<file path="config.mk">
export PLATFORM = sky130hd
export DESIGN_NAME = spi_slave
export DESIGN_NICKNAME = d
export VERILOG_FILES = /design/src/rtl/spi_slave.sv
export SDC_FILE = /design/constraint.sdc
export NUM_CORES = 1
export LEC_CHECK = 0
export BUFFER_PORTS_ARGS = -buffer_cell sky130_fd_sc_hd__buf_4
export CAP_MARGIN = 20
export CORE_MARGIN = 2
export CORE_UTILIZATION = 55
export DETAILED_ROUTE_END_ITERATION = 8
export PLACE_DENSITY_LB_ADDON = 0.2
export REMOVE_ABC_BUFFERS = 1
export SYNTH_ARGS = -nofsm -noshare
export SYNTH_HDL_FRONTEND = slang
export SYNTH_SLANG_ARGS = --single-unit
</file>
<file path="constraint.sdc">
create_clock -name clk -period 2 [get_ports clk]
set_input_delay 0.4 -clock clk [delete_from_list [all_inputs] [get_ports clk]]
set_output_delay 0.4 -clock clk [all_outputs]
set_load 0.01 [all_outputs]
</file>
<file path="src/rtl/spi_slave.sv">
// Byte-wide SPI target: SCLK idle high, launch on fall, sample on rise, MSB first.
// Define SPI_SLAVE_OVR_EN to enable the sticky rx_ovr overrun flag.
module spi_slave #(
  parameter int          SYNC_STAGES = 2,
  parameter logic [7:0]  IDLE_BYTE   = 8'hFF
) (
  input  logic       clk,
  input  logic       rst,
  input  logic       sclk,
  input  logic       mosi,
  input  logic       cs_n,
  output logic       miso,
  input  logic [7:0] tx_data,
  input  logic       tx_load,
  output logic       tx_ready,
  output logic [7:0] rx_data,
  output logic       rx_valid,
  input  logic       rx_ack,
  output logic       rx_ovr,
  output logic       busy
);
  typedef enum logic {IDLE, SHIFT} state_e;

  logic [SYNC_STAGES-1:0] sclk_sync_q, sclk_sync_d;
  logic [SYNC_STAGES-1:0] mosi_sync_q, mosi_sync_d;
  logic [SYNC_STAGES-1:0] cs_sync_q, cs_sync_d;
  logic       sclk_prev_q, sclk_prev_d;
  logic       rise_q, rise_d, fall_q, fall_d;
  logic       sclk_s, mosi_s, cs_s;
  state_e     state_q, state_d;
  logic [2:0] bit_cnt_q, bit_cnt_d;
  logic [7:0] tx_buf_q, tx_buf_d;
  logic       tx_full_q, tx_full_d;
  logic [7:0] tx_shift_q, tx_shift_d;
  logic [7:0] rx_shift_q, rx_shift_d;
  logic [7:0] rx_data_q, rx_data_d;
  logic       rx_valid_q, rx_valid_d;
  logic       reload, complete;
`ifdef SPI_SLAVE_OVR_EN
  logic       rx_ovr_q, rx_ovr_d;
`endif

  // Edge pulses are registered, so they trail the synchronized level by one clk.
  always_comb begin
    sclk_sync_d = {sclk_sync_q[SYNC_STAGES-2:0], sclk};
    mosi_sync_d = {mosi_sync_q[SYNC_STAGES-2:0], mosi};
    cs_sync_d   = {cs_sync_q[SYNC_STAGES-2:0], cs_n};
    sclk_s      = sclk_sync_q[SYNC_STAGES-1];
    mosi_s      = mosi_sync_q[SYNC_STAGES-1];
    cs_s        = cs_sync_q[SYNC_STAGES-1];
    sclk_prev_d = sclk_s;
    rise_d      = sclk_s & ~sclk_prev_q;
    fall_d      = ~sclk_s & sclk_prev_q;
  end

  always_comb begin
    state_d    = state_q;
    bit_cnt_d  = bit_cnt_q;
    tx_buf_d   = tx_buf_q;
    tx_full_d  = tx_full_q;
    tx_shift_d = tx_shift_q;
    rx_shift_d = rx_shift_q;
    rx_data_d  = rx_data_q;
    rx_valid_d = rx_valid_q;
    reload     = 1'b0;
    complete   = 1'b0;
`ifdef SPI_SLAVE_OVR_EN
    rx_ovr_d   = rx_ovr_q;
`endif
    case (state_q)
      IDLE: begin
        if (!cs_s) begin
          state_d   = SHIFT;
          bit_cnt_d = 3'd0;
          reload    = 1'b1;
        end
      end
      SHIFT: begin
        if (cs_s) begin
          state_d   = IDLE;
          bit_cnt_d = 3'd0;
        end else if (rise_q) begin
          rx_shift_d = {rx_shift_q[6:0], mosi_s};
          if (bit_cnt_q == 3'd7) begin
            complete  = 1'b1;
            reload    = 1'b1;
            bit_cnt_d = 3'd0;
          end else begin
            bit_cnt_d = bit_cnt_q + 3'd1;
          end
        end else if (fall_q && bit_cnt_q != 3'd0) begin
          tx_shift_d = {tx_shift_q[6:0], 1'b0};
        end
      end
      default: state_d = IDLE;
    endcase

    if (reload) begin
      tx_shift_d = tx_full_q ? tx_buf_q : IDLE_BYTE;
      tx_full_d  = 1'b0;
    end
    // A same-cycle load lands in the buffer after the reload drained it.
    if (tx_load) begin
      tx_buf_d  = tx_data;
      tx_full_d = 1'b1;
    end

    if (rx_ack) begin
      rx_valid_d = 1'b0;
`ifdef SPI_SLAVE_OVR_EN
      rx_ovr_d   = 1'b0;
`endif
    end
    if (complete) begin
      rx_data_d  = {rx_shift_q[6:0], mosi_s};
      rx_valid_d = 1'b1;
`ifdef SPI_SLAVE_OVR_EN
      if (rx_valid_q && !rx_ack) rx_ovr_d = 1'b1;
`endif
    end
  end

  always_ff @(posedge clk or negedge rst) begin
    if (!rst) begin
      sclk_sync_q <= {SYNC_STAGES{1'b1}};
      mosi_sync_q <= {SYNC_STAGES{1'b0}};
      cs_sync_q   <= {SYNC_STAGES{1'b1}};
      sclk_prev_q <= 1'b1;
      rise_q      <= 1'b0;
      fall_q      <= 1'b0;
      state_q     <= IDLE;
      bit_cnt_q   <= 3'd0;
      tx_buf_q    <= 8'h00;
      tx_full_q   <= 1'b0;
      tx_shift_q  <= 8'h00;
      rx_shift_q  <= 8'h00;
      rx_data_q   <= 8'h00;
      rx_valid_q  <= 1'b0;
    end else begin
      sclk_sync_q <= sclk_sync_d;
      mosi_sync_q <= mosi_sync_d;
      cs_sync_q   <= cs_sync_d;
      sclk_prev_q <= sclk_prev_d;
      rise_q      <= rise_d;
      fall_q      <= fall_d;
      state_q     <= state_d;
      bit_cnt_q   <= bit_cnt_d;
      tx_buf_q    <= tx_buf_d;
      tx_full_q   <= tx_full_d;
      tx_shift_q  <= tx_shift_d;
      rx_shift_q  <= rx_shift_d;
      rx_data_q   <= rx_data_d;
      rx_valid_q  <= rx_valid_d;
    end
  end

`ifdef SPI_SLAVE_OVR_EN
  always_ff @(posedge clk or negedge rst) begin
    if (!rst) rx_ovr_q <= 1'b0;
    else      rx_ovr_q <= rx_ovr_d;
  end
  assign rx_ovr = rx_ovr_q;
`else
  assign rx_ovr = 1'b0;
`endif

  assign miso     = (state_q == SHIFT) ? tx_shift_q[7] : 1'b1;
  assign busy     = (state_q == SHIFT);
  assign tx_ready = ~tx_full_q;
  assign rx_data  = rx_data_q;
  assign rx_valid = rx_valid_q;
endmodule

</file>
Word-level counts from Yosys, hierarchy flattened
Cells that the tools add are included.

storage, ports and cells
  flip-flop bits (word level) = 46
  output and inout bits = 13

cells by class
  add/sub/neg operators = 1
  equality and inequality tests = 5
  multiplexer cells = 22
  bitwise gates (word level) = 7
  reductions and logical operators = 9

operators with widths
  kind                                                                     number
  8-bit 2-to-1 mux                                                         6
  3-bit 2-to-1 mux                                                         4
  1-bit 2-to-1 mux                                                         10
  2-bit nonzero test                                                       4
  3-bit case mux with 2 select lines                                       1
  1-bit NOT                                                                5
  2-bit by 1-bit inequality test with 1-bit output, second input constant  2
  4-bit AND reduction                                                      1
  3-bit by 1-bit adder with 3-bit output, second input constant            1
  3-bit equality test, second input constant                               1
  3-bit inequality test, second input constant                             1
  3-bit AND reduction                                                      1
  3-bit nonzero test                                                       1
  1-bit AND                                                                2
  2-bit inequality test, second input constant                             1
  1-bit case mux with 2 select lines                                       1
  2-bit AND reduction                                                      1
  1-bit logical AND                                                        1

Longest topological paths before layout
  word-level depth = 7
  mapped depth = 7
  mapped depth without buffers = 6

Worst setup path after synthesis
No wires, ideal clock.

  path kind = reg2reg
  start = register bit_cnt_q[0]
  end = register tx_shift_q[1]
  library setup time = 0.126 ns
  data arrival time = 1.465 ns
  data required time = 1.874 ns
  slack = 0.409 ns
  cell stages (with the launch flop) = 8
  buffers on the path = 1
  clock period less this slack = 1.591 ns
  path through = dfrtp_1 ha_1 ha_1 nand2_2 a21o_1 buf_2 a21oi_1 a221o_1

on the way
  word-level cells in the longest chain between the ends = 7
  elaborated cells between the ends (all ways) = 13
  classes of those cells = eq/ne: 3; mux: 5; reduce/logical: 5

ends and longest elaborated chain
  item                                                                                                            line  text
  from (decl)                                                                                                     31    logic [2:0] bit_cnt_q, bit_cnt_d;
  from (signal assigned)                                                                                          147   bit_cnt_q <= bit_cnt_d;
  3-bit equality test                                                                                             84    if (bit_cnt_q == 3'd7) begin
  1-bit 2-to-1 mux                                                                                                84
  1-bit 2-to-1 mux                                                                                                82    end else if (rise_q) begin
  1-bit 2-to-1 mux                                                                                                79    if (cs_s) begin
  1-bit case mux with 2 select lines                                                                              70    case (state_q)
  2-bit by 1-bit inequality test with 1-bit output (no source line) / 2-bit nonzero test (equally long branches)  -
  4-bit AND reduction (no source line)                                                                            -
  to (signal assigned)                                                                                            150   tx_shift_q <= tx_shift_d;
  to (decl)                                                                                                       34    logic [7:0] tx_shift_q, tx_shift_d;

Several ways; a longest one is shown, not always the timed one.
A chain may end at the register's enable or synchronous reset.

Worst setup path in the final report
Ends and elaborated chain as after synthesis.

==> summary.md <==
| Metric | Value |
|---|---|
| CTS tree | `done` |
| Share of layout cells above drive strength 1 | `35.88%` |
| Endpoint type of the worst setup path | `flop` |
| Critical Path Max Stage Delay | `0.43 ns` |
| Cell area after synthesis | `1851 um2` |
| Status | `finished clean` |
| Worst R2R End | `tx_shift_q[1]` |
| Fin nets | `187` |
| Floorplan Core Area | `3284 um2` |
| R2R Setup Slk | `0.27 ns` |
| Fin crit share | `86.55%` |
| Area Growth Syn to Fin | `15.21%` |
| Grt total ovfl | `0` |
| Port buffer count | `26` |
| Height of the die | `62.01 um` |
| Avg Vias per Cell | `5.144` |
| CP Data Arrival Time | `1.99 ns` |
| Worst Tran Pin Value | `0.5645 ns` |
| Via count | `1111` |
| Achievable frequency | `0.5777 GHz` |
| Post-synthesis mux area share | `10.82%` |
| Post-layout instance count excluding filler cells | `216` |
| Starting Density | `56.34%` |
| Largest net degree at the start of global routing | `47` |
| Cell family with most CP delay | `compound AO/OA/AOI/OAI gates` |
| Worst r2r path cells | `6` |
| Num Clock Sinks | `46` |
| Post-Synth XOR/XNOR Area | `0%` |
| Synth Area in Compound Gates | `11.36%` |
| Max-Cap Viols | `0` |
| Sequential fraction of the synthesis area | `62.54%` |
| Slowest cell on the critical path | `dfrtp_1` |
| Hold_buf cts | `0` |
| Final setup viols | `0` |
| Syn. warnings | `0` |
| Post-Synth Simple-Gate Area | `8.722%` |
| DRT Pass-1 Iters | `4` |
| Commonest cells after routing, fill and taps aside | `41 x dfrtp_1, 26 x buf_4, 16 x mux2_2, 13 x inv_1, 11 x o21ai_0` |
| Initial DRC Count | `62` |
| Power Density | `797.3 nW/um2` |
| RePlAce Congestion | `0.7313` |
| Launching point of the worst reg2reg path | `bit_cnt_q[0]` |
| Total GRT Usage | `17.27%` |
| Worst hold path class | `in2async` |
| Die area | `3845 um2` |
| Main flop type after synthesis | `dfrtp_1` |
| Fin. Hold Viols | `0` |
| CTS H-tree depth | `2` |
| Number of flops mapped to enable cells by yosys | `0` |
| Crit path time final | `1.731 ns` |
| Combinational family with the most area after synthesis | `compound AO/OA/AOI/OAI gates` |
| IR drop worst, VDD | `645.3 uV` |
| Startpoint Class | `flop` |
| TNS Setup | `0 ns` |
| Post-Syn Instances | `141` |
| RSZ-0062 raised after global routing | `false` |
| # resized after CTS | `0` |
| Num CTS Buffers | `5` |
| Placed insts | `208` |
| Clock slew at reported path FFs | `0.13 ns` |
| Final Max Slew Viols | `0` |
| Ys async rst share | `100.0%` |
| Worst path most repeated cell | `ha_1` |
| First-pass GRT wire length | `4740 um` |
| Synthesized area per cell | `13.12 um2` |
| Post-route DRC violation count | `0` |
| Post CTS Setup Buffer Count | `0` |
| Crit-path max FO | `9` |
| Ports | `28` |
| Post-synth cell types | `28` |
| Most common cell after layout, fill and taps aside | `dfrtp_1` |
| Critical path cell sequence | `ha_1 -> ha_1 -> nand2_2 -> a21o_1 -> a21oi_1 -> a221o_1` |
| Rows | `21` |
| Slew margin rel. | `62.37%` |
| Worst-case clock skew | `0.009438 ns` |
| CP required | `2.26 ns` |
| Final ANT Viol Nets | `0` |
| Drt total wl | `2872 um` |
| Worst setup path class | `reg2reg` |
| WP buf/inv | `0` |
| Area share of fa/ha/maj cells after synthesis | `2.028%` |
| Wire per inst | `13.30 um` |
| Clk buf depth | `2` |
| CTS root buffer | `clkbuf_4` |
| Detailed Place HPWL | `2037 um` |
| Leakage | `0.001047 uW` |
| Vias in the first global route | `1029` |
| Ant diodes | `0` |
| Register bit total from synthesis | `46` |
| Skew-Pair Late Insertion Delay | `0.36 ns` |
| Antenna violations before repair | `0` |
| Die width | `62.01 um` |
==> routing by layer <==
metal / share of wire (%) / track usage, % / vias to the layer above
li1: - / - / 537
met1: 48 / 23.87 / 548
met2: 46 / 25.15 / 21
met3: 3.7 / 5.590 / 5
met4: 2.3 / 7.295 / 0
met5: 0 / 0 / -
==> flip-flops by register name (all words and copies together) (netlist names), 2 cells and up <==
name,flops
bit_cnt_q,3
tx_shift_q,8
mosi_sync_q,2
rx_data,8
sclk_sync_q,2
cs_sync_q,2
tx_buf_q,8
rx_shift_q,7
==> logic make-up after synthesis <==
| kind of cell | count (synthesis) |
|---|---|
| simple gates | 26 |
| flops | 46 |
| buf+inv | 18 |
| compound gates | 29 |
| fa+ha+maj | 3 |
| mux | 18 |
| other cells | 1 |
==> stage by stage <==
step / total power (uW) / util (%) / hold WS (ns) / setup WS [ns] / area (um2)
6_report: 1700 / 64.91 / 0.02349 / 0.2691 / 2132
5_1_grt: 1783 / 64.91 / 0.05663 / 0.1478 / 2132
4_1_cts: 1722 / 64.91 / 0.02749 / 0.2716 / 2132
3_5_place_dp: 1272 / 63.09 / 0.3475 / 0.2903 / 2072
3_3_place_gp: 1259 / 63.09 / 0.3394 / 0.3460 / 2072
2_1_floorplan: 1189 / - / 0.1044 / 0.4276 / 1819
==> worst max path at each step <==
stage | start | endpoint | slack (ns) | cells past startpoint
after floorplan | bit_cnt_q[0] | tx_shift_q[1] | 0.43 | 6
after global placement | bit_cnt_q[0] | tx_shift_q[6] | 0.35 | 6
after detailed placement | bit_cnt_q[0] | tx_shift_q[1] | 0.29 | 6
after CTS | bit_cnt_q[0] | tx_shift_q[1] | 0.27 | 6
after global routing | bit_cnt_q[0] | tx_shift_q[1] | 0.15 | 6
final | bit_cnt_q[0] | tx_shift_q[1] | 0.27 | 6
==> report_power, final <==
part / total [uW] / internal [uW] / switching [uW]
clock network: 450 / 171 / 279
registers: 1080 / 1020 / 59.8
logic: 168 / 92.2 / 76.1
==> area by class of cell <==
cell class                      instances  area (um2)
Tap cell                               46       57.56
Fill cell                             276        1152
Timing Repair Buffer                   26       195.2
Inverter                               13       48.80
Clock inverter                          1       5.005
Sequential cell                        46        1157
Clock buffer                            7       55.05
Multi-Input combinational cell         77       613.1
==> synth_stat cells (2+ instances only) <==
library cell,n,area [um2]
dfrtp_1,41,1026
mux2_2,16,180.2
inv_1,13,48.80
o21ai_0,11,55.05
nand2_1,10,37.54
a21oi_1,7,35.03
a221o_1,7,70.07
dfstp_2,5,131.4
nor2_1,4,15.01
ha_1,3,37.54
nor2b_1,3,18.77
a21o_1,2,15.01
clkbuf_1,2,7.510
mux2i_1,2,20.02
nand2_2,2,12.51
No activity file was read; power rests on OpenSTA's default activity.
